--- src/rtl/riscoffee_pkg.sv ---
// Shared types for the riscoffee write-back path.
//   XLEN       - datapath width
//   REG_NUM_W  - register index width
//   wb_req_t   - one pending register-file write {rd, data}
//   wb_sel_e   - write-back source chosen for a cycle
package riscoffee_pkg;

    localparam int XLEN      = 32;
    localparam int REG_NUM_W = 5;

    typedef struct packed {
        logic [REG_NUM_W-1:0] rd;
        logic [XLEN-1:0]      data;
    } wb_req_t;

    typedef enum logic [1:0] {
        SEL_IDLE,
        SEL_PIPE,
        SEL_LL
    } wb_sel_e;

endpackage

--- src/rtl/riscoffee_wb_fifo.sv ---
// Synchronous FIFO holding long-latency write-back requests.
//   CLK, RST_N  - clock, synchronous active-low reset (empties the FIFO)
//   push        - write push_req (ignored when full)
//   push_req    - request to enqueue
//   pop         - drop the head entry (ignored when empty)
//   head        - current head entry
//   full, empty - occupancy flags
//   count       - number of stored entries
// Pointers carry one extra MSB so full and empty are told apart without
// a separate flag.
module riscoffee_wb_fifo
    import riscoffee_pkg::*;
#(
    parameter int DEPTH = 4
) (
    input  logic                       CLK,
    input  logic                       RST_N,
    input  logic                       push,
    input  wb_req_t                    push_req,
    input  logic                       pop,
    output wb_req_t                    head,
    output logic                       full,
    output logic                       empty,
    output logic [$clog2(DEPTH):0]     count
);

    localparam int AW = $clog2(DEPTH);

    logic [AW:0] wr_ptr;
    logic [AW:0] rd_ptr;
    wb_req_t     mem [DEPTH];

    assign count = wr_ptr - rd_ptr;
    assign full  = (count == (AW+1)'(DEPTH));
    assign empty = (count == '0);
    assign head  = mem[rd_ptr[AW-1:0]];

    always_ff @(posedge CLK) begin
        if (!RST_N) begin
            wr_ptr <= '0;
            rd_ptr <= '0;
        end else begin
            if (push && !full)
                wr_ptr <= wr_ptr + 1'b1;
            if (pop && !empty)
                rd_ptr <= rd_ptr + 1'b1;
        end
    end

    // Storage needs no reset; validity is tracked by the pointers.
    always_ff @(posedge CLK) begin
        if (push && !full)
            mem[wr_ptr[AW-1:0]] <= push_req;
    end

endmodule

--- src/rtl/riscoffee_wb_arbiter.sv ---
// Register-file write-back arbiter: sole writer of the regfile write port.
//   CLK, RST_N                          - clock, synchronous active-low reset
//   PIPE_VALID/PIPE_RD_NUM/PIPE_DATA    - in-order MA-stage result (no ready)
//   PIPE_STALL                          - MA stage must hold its result this cycle
//   LL_VALID/LL_RD_NUM/LL_DATA/LL_READY - long-latency result handshake
//   ISSUE_VALID/ISSUE_RD_NUM            - LL op issued; marks rd pending
//   BUSY                                - pending LL write per register
//   MA_RD_NUM/WEN/WDATA                 - registered regfile write port
// The pipe normally wins; a queued LL result that has waited STARVE_LIMIT
// cycles forces a one-cycle pipe stall so it can drain.
module riscoffee_wb_arbiter
    import riscoffee_pkg::*;
#(
    parameter int DEPTH        = 4,
    parameter int STARVE_LIMIT = 8
) (
    input  logic                 CLK,
    input  logic                 RST_N,
    input  logic                 PIPE_VALID,
    input  logic [REG_NUM_W-1:0] PIPE_RD_NUM,
    input  logic [XLEN-1:0]      PIPE_DATA,
    output logic                 PIPE_STALL,
    input  logic                 LL_VALID,
    output logic                 LL_READY,
    input  logic [REG_NUM_W-1:0] LL_RD_NUM,
    input  logic [XLEN-1:0]      LL_DATA,
    input  logic                 ISSUE_VALID,
    input  logic [REG_NUM_W-1:0] ISSUE_RD_NUM,
    output logic [XLEN-1:0]      BUSY,
    output logic [REG_NUM_W-1:0] MA_RD_NUM,
    output logic                 WEN,
    output logic [XLEN-1:0]      WDATA
);

    localparam int CW = $clog2(DEPTH) + 1;
    localparam int SW = $clog2(STARVE_LIMIT + 1);

    wb_req_t         head;
    logic            fifo_full;
    logic            fifo_empty;
    logic [CW-1:0]   fifo_count;
    logic            push;
    logic            pop;
    wb_sel_e         sel;
    logic [SW-1:0]   starve_cnt;
    logic [XLEN-1:0] busy_nxt;

    riscoffee_wb_fifo #(.DEPTH(DEPTH)) u_fifo (
        .CLK      (CLK),
        .RST_N    (RST_N),
        .push     (push),
        .push_req ('{rd: LL_RD_NUM, data: LL_DATA}),
        .pop      (pop),
        .head     (head),
        .full     (fifo_full),
        .empty    (fifo_empty),
        .count    (fifo_count)
    );

    // Ready depends only on occupancy: a full FIFO stays not-ready even
    // when it is being popped in the same cycle.
    assign LL_READY = (fifo_count != CW'(DEPTH));
    assign push     = LL_VALID && !fifo_full;

    always_comb begin
        sel        = SEL_IDLE;
        PIPE_STALL = 1'b0;
        if (starve_cnt == SW'(STARVE_LIMIT) && !fifo_empty) begin
            sel        = SEL_LL;
            PIPE_STALL = 1'b1;
        end else if (PIPE_VALID && PIPE_RD_NUM != '0) begin
            sel = SEL_PIPE;
        end else if (!fifo_empty) begin
            sel = SEL_LL;
        end
    end

    assign pop = (sel == SEL_LL);

    // Set is applied after clear so an issue wins over a same-cycle retire.
    always_comb begin
        busy_nxt = BUSY;
        if (pop && head.rd != '0)
            busy_nxt[head.rd] = 1'b0;
        if (ISSUE_VALID && ISSUE_RD_NUM != '0)
            busy_nxt[ISSUE_RD_NUM] = 1'b1;
        busy_nxt[0] = 1'b0;
    end

    always_ff @(posedge CLK) begin
        if (!RST_N) begin
            starve_cnt <= '0;
            BUSY       <= '0;
            MA_RD_NUM  <= '0;
            WEN        <= 1'b0;
            WDATA      <= '0;
        end else begin
            BUSY <= busy_nxt;

            if (pop || fifo_empty)
                starve_cnt <= '0;
            else if (sel == SEL_PIPE && starve_cnt != SW'(STARVE_LIMIT))
                starve_cnt <= starve_cnt + 1'b1;

            case (sel)
                SEL_PIPE: begin
                    MA_RD_NUM <= PIPE_RD_NUM;
                    WDATA     <= PIPE_DATA;
                    WEN       <= 1'b1;
                end
                SEL_LL: begin
                    MA_RD_NUM <= head.rd;
                    WDATA     <= head.data;
                    WEN       <= (head.rd != '0);
                end
                default: WEN <= 1'b0;
            endcase
        end
    end

endmodule

--- config.mk ---
export PLATFORM = sky130hd
export DESIGN_NAME = riscoffee_wb_arbiter
export DESIGN_NICKNAME = d
export VERILOG_FILES = /design/src/rtl/riscoffee_pkg.sv /design/src/rtl/riscoffee_wb_fifo.sv /design/src/rtl/riscoffee_wb_arbiter.sv
export SDC_FILE = /design/constraint.sdc
export NUM_CORES = 1
export LEC_CHECK = 0
export ABC_AREA = 1
export CAP_MARGIN = 15
export CORE_MARGIN = 8
export CORE_UTILIZATION = 40
export CTS_BUF_LIST = sky130_fd_sc_hd__clkbuf_2
export DETAILED_ROUTE_END_ITERATION = 12
export PLACE_DENSITY = 0.65
export SKIP_LAST_GASP = 1
export SLEW_MARGIN = 10
export SYNTH_ARGS = -nofsm -noshare
export SYNTH_HDL_FRONTEND = slang
export SYNTH_SLANG_ARGS = --single-unit
export TNS_END_PERCENT = 5
--- constraint.sdc ---
create_clock -name CLK -period 10.75 [get_ports CLK]
set_clock_uncertainty 0.2 [all_clocks]
set_input_delay 1.075 -clock CLK [delete_from_list [all_inputs] [get_ports CLK]]
set_output_delay 1.075 -clock CLK [all_outputs]
set_load 0.01 [all_outputs]
==> key figures <==
Status
  – Status: finished, final reports clean

Cells and area
  – Core Util, Final: between 50% and 60%
  – Commonest non-fill, non-tap cell in the layout: clkdlybuf4s50_1
  – Non-Filler Instances: around 1.4k
  – Share of post-route cells with drive strength above 1: between 10% and 20%
  – P&R area growth vs syn: 24.6%
  – Fin nets: 1151
  – FILL cells: ~2.2k
  – Commonest non-fill, non-tap cells in the layout: clkdlybuf4s50_1, edfxtp_1, nor2_1

Power
  – Max IR drop VDD: 0.129 mV
  – Internal Pwr Total: about 1.8 mW
  – Sw Share: 40.5%
  – Switching pwr: between 1 and 1.5 mW
  – Sequential share of power: between 40% and 50%
  – Leak: just over 4 nW
  – Combinational power share: approximately two fifths
  – Clock power frac: ~20%
  – PD cells: approximately 250 nW/um^2

Setup path
  – Launch point of the worst reg-to-reg path: u_fifo.rd_ptr[1]
  – Critical path arrival: ~4.7 ns
  – Slowest stage delay, CP: roughly 0.8 ns
  – Slowest CP cell: nor2_1
  – Crit Path Category: reg -> reg
  – Critical path launch point type: flip-flop
  – Crit-path cells: inv_1 -> ha_1 -> a21oi_1 -> xor2_1 -> nand3_1 -> nand2_1 -> nand2_1 -> inv_1 -> ha_2 -> nor2_1 -> inv_1 -> o21ai_1
  – Crit Path Max Fanout: 39
  – CP most frequent cell: inv_1
  – Crit. Startpoint: u_fifo.rd_ptr[1]
  – Worst Setup End Kind: flip-flop
  – CP required: about 11 ns

STA
  – RSZ-0062 raised after global routing: false
  – Fin Setup TNS: 0 ns
  – Max-slew violations: 0
  – Tmin final: roughly 4.2 ns
  – Setup ws final: ~6.6 ns
  – Max_slew headroom: slightly below 40%
  – Crit share post-route: 38.7%
  – Hold Slack: ~0.27 ns
  – Slew @ Worst Pin: 0.923 ns
  – Setup Viol. Count Final: 0
  – Hold Fails Final Rpt: 0
  – F_max: ~240 MHz

Synth
  – Netlist cell types: 31
  – Synth warn: 0
  – Yosys reg bits: 229
  – Cell taking the most area after synthesis: edfxtp_1
  – Post-synthesis simple-gate area fraction: between 10% and 20%
  – Mux cell area share after synthesis: 0%
  – Mapped Avg Cell Area: about 11 um^2
  – Dominant cells by area after synthesis: edfxtp_1, dfxtp_1, o21ai_0
  – Post-Synthesis Cells: a little under 900
  – Largest family of logic cells by synthesized area: simple AND/OR/NAND/NOR gates
  – Synthesized cell area: roughly 9400 um^2
  – Yosys top cell area share: 47.2%
  – Register area share after synthesis: ~64%
  – XOR/XNOR Fraction of Synth Area: less than 1%
  – Post-synthesis compound-gate area fraction: approximately 14%
  – Synth Area in Adders: 1.46%
  – Syn Nets: just under 1k

Global routing
  – Largest net degree at the start of global routing: 76
  – Vias in the first global route: between 7k and 8k
  – Grt ovf: 0
  – GRT Util Overall: approximately 17%
  – First-pass GRT wire length: just under 40 mm
  – Antenna violations before repair: 1

Place
  – Routability cong.: about 0.8
  – Hpwl dp: around 16 mm
  – Placed cell count: around 1.3k
  – Port Buffers: between 150 and 200
  – Pre-CTS setup slack: around 6 ns

Min path
  – Hold WC Path Type: reg -> reg
  – Hold path start: WDATA[0]

Drt
  – Initial DRT Pass Iterations: 4
  – DRC Markers: 0
  – Routed Antenna Nets: 0
  – DR vias: a little over 7k
  – Routed len/inst: 17.6 um
  – Post-Route WL: about 25 mm
  – Initial DRC count: 472
  – Post-DR vias/cell: about 5.1

Clock network
  – Worst skew pair latency: about 0.85 ns
  – Clock sink count: between 200 and 250
  – Root Driver: clkbuf_2
  – Clock Tree Buf Depth: 3
  – Max H-tree Level: 2
  – CTS tree: yes
  – # hold bufs at CTS: 0
  – Post-CTS sizing: 0
  – TritonCTS Buffers: between 50 and 60
  – Post-CTS Setup Bufs: 0
  – Reg clk slew, reported paths: about 0.09 ns

Floorplan
  – # rows: 56
  – Starting Density: between 40% and 50%
  – Die extent in x: roughly 170 um
  – Die Y: around 170 um
  – Die area: 28700 um^2
  – I/O pin count: approximately 160
  – Core Footprint: 23300 um^2

Flow run
  – MaxCap Viol Count: 0
==> power groups by stage <==
stage                     sequential [mW]  clock [mW]  combinational [mW]
after floorplan                      1.28           0               0.708
after global placement               1.25           0                1.17
after detailed placement             1.26           0                1.18
after CTS                            1.24       0.606                1.19
after global routing                 1.25       0.650                1.30
final                                1.24       0.586                1.17
==> flip-flops by register name (all words and copies together) (netlist names), named ones only <==
| register | flops |
|---|---|
| BUSY | 31 |
| WEN | 1 |
| u_fifo.wr_ptr | 3 |
| u_fifo.rd_ptr | 3 |
| u_fifo.mem | 148 |
| starve_cnt | 4 |
| WDATA | 32 |
| MA_RD_NUM | 5 |
==> critical path, delay by kind of cell (launching register included) <==
kind            cells  cell delay (ns)
buf+inv             3             0.72
fa+ha+maj           2             0.85
xor+xnor            1             0.18
compound gates      2             0.54
flops               1             0.37
simple gates        4             1.20
==> cells in the mapped netlist <==
| library cell | number |
|---|---|
| a21oi_1 | 39 |
| a21oi_2 | 9 |
| buf_1 | 2 |
| buf_2 | 11 |
| buf_4 | 1 |
| buf_6 | 6 |
| clkbuf_1 | 30 |
| clkbuf_2 | 1 |
| clkinv_4 | 1 |
| conb_1 | 1 |
| dfxtp_1 | 81 |
| edfxtp_1 | 148 |
| ha_1 | 11 |
| inv_1 | 35 |
| inv_2 | 4 |
| nand2_1 | 91 |
| nand2_2 | 16 |
| nand2_4 | 6 |
| nand3_1 | 56 |
| nand3_2 | 15 |
| nand3_4 | 1 |
| nand4_1 | 2 |
| nor2_1 | 112 |
| nor2_2 | 2 |
| nor3_1 | 9 |
| o21ai_0 | 106 |
| o21ai_1 | 49 |
| o221ai_1 | 19 |
| o22ai_1 | 13 |
| xnor2_1 | 3 |
| xor2_1 | 4 |
==> path summary, 6_finish.rpt <==
| kind | end | slack (ns) | depth (start not counted) |
|---|---|---|---|
| hold reg to reg | WDATA[0] | 0.27 | 2 |
| setup reg to reg | WDATA[3] | 6.59 | 12 |
| hold / removal | WDATA[0] | 0.27 | 2 |
| setup / recovery | WDATA[3] | 6.59 | 12 |
==> layer usage <==
layer / share of wire (%) / GRT usage (%)
met5: 0 / 0
met4: 2.2 / 6.54
met1: 44 / 21.0
met3: 7.2 / 4.51
met2: 47 / 27.9
==> kinds of logic (layout without fill, tap and decap cells) <==
kind of cell / after synthesis / after routing
AND/OR/NAND/NOR: 310 / 310
other: 1 / 2
XOR/XNOR: 7 / 7
flip-flops: 229 / 229
AO/OA/AOI/OAI: 235 / 235
buffers and inverters: 91 / 311
adder cells (fa/ha/maj): 11 / 11
==> final cells by class <==
type / count / area (um^2) / share of cell area (%)
Clock inverter: 14 / 62.6 / 0.533
Sequential cell: 229 / 6070 / 51.7
Timing Repair Buffer: 162 / 1600 / 13.6
Multi-Input combinational cell: 564 / 2980 / 25.4
Tap cell: 319 / 399 / 3.40
Clock buffer: 95 / 475 / 4.05
Inverter: 40 / 155 / 1.32
Antenna cell: 1 / 2.50 / 0.0213
==> stage by stage <==
stage | total power, mW | instance area [um^2]
finish | 2.99 | 11700
global route | 3.20 | 11700
CTS | 3.03 | 11700
detailed placement | 2.44 | 11200
global placement | 2.42 | 11200
floorplan | 1.99 | 9420
(Power assumes the default switching activity.)
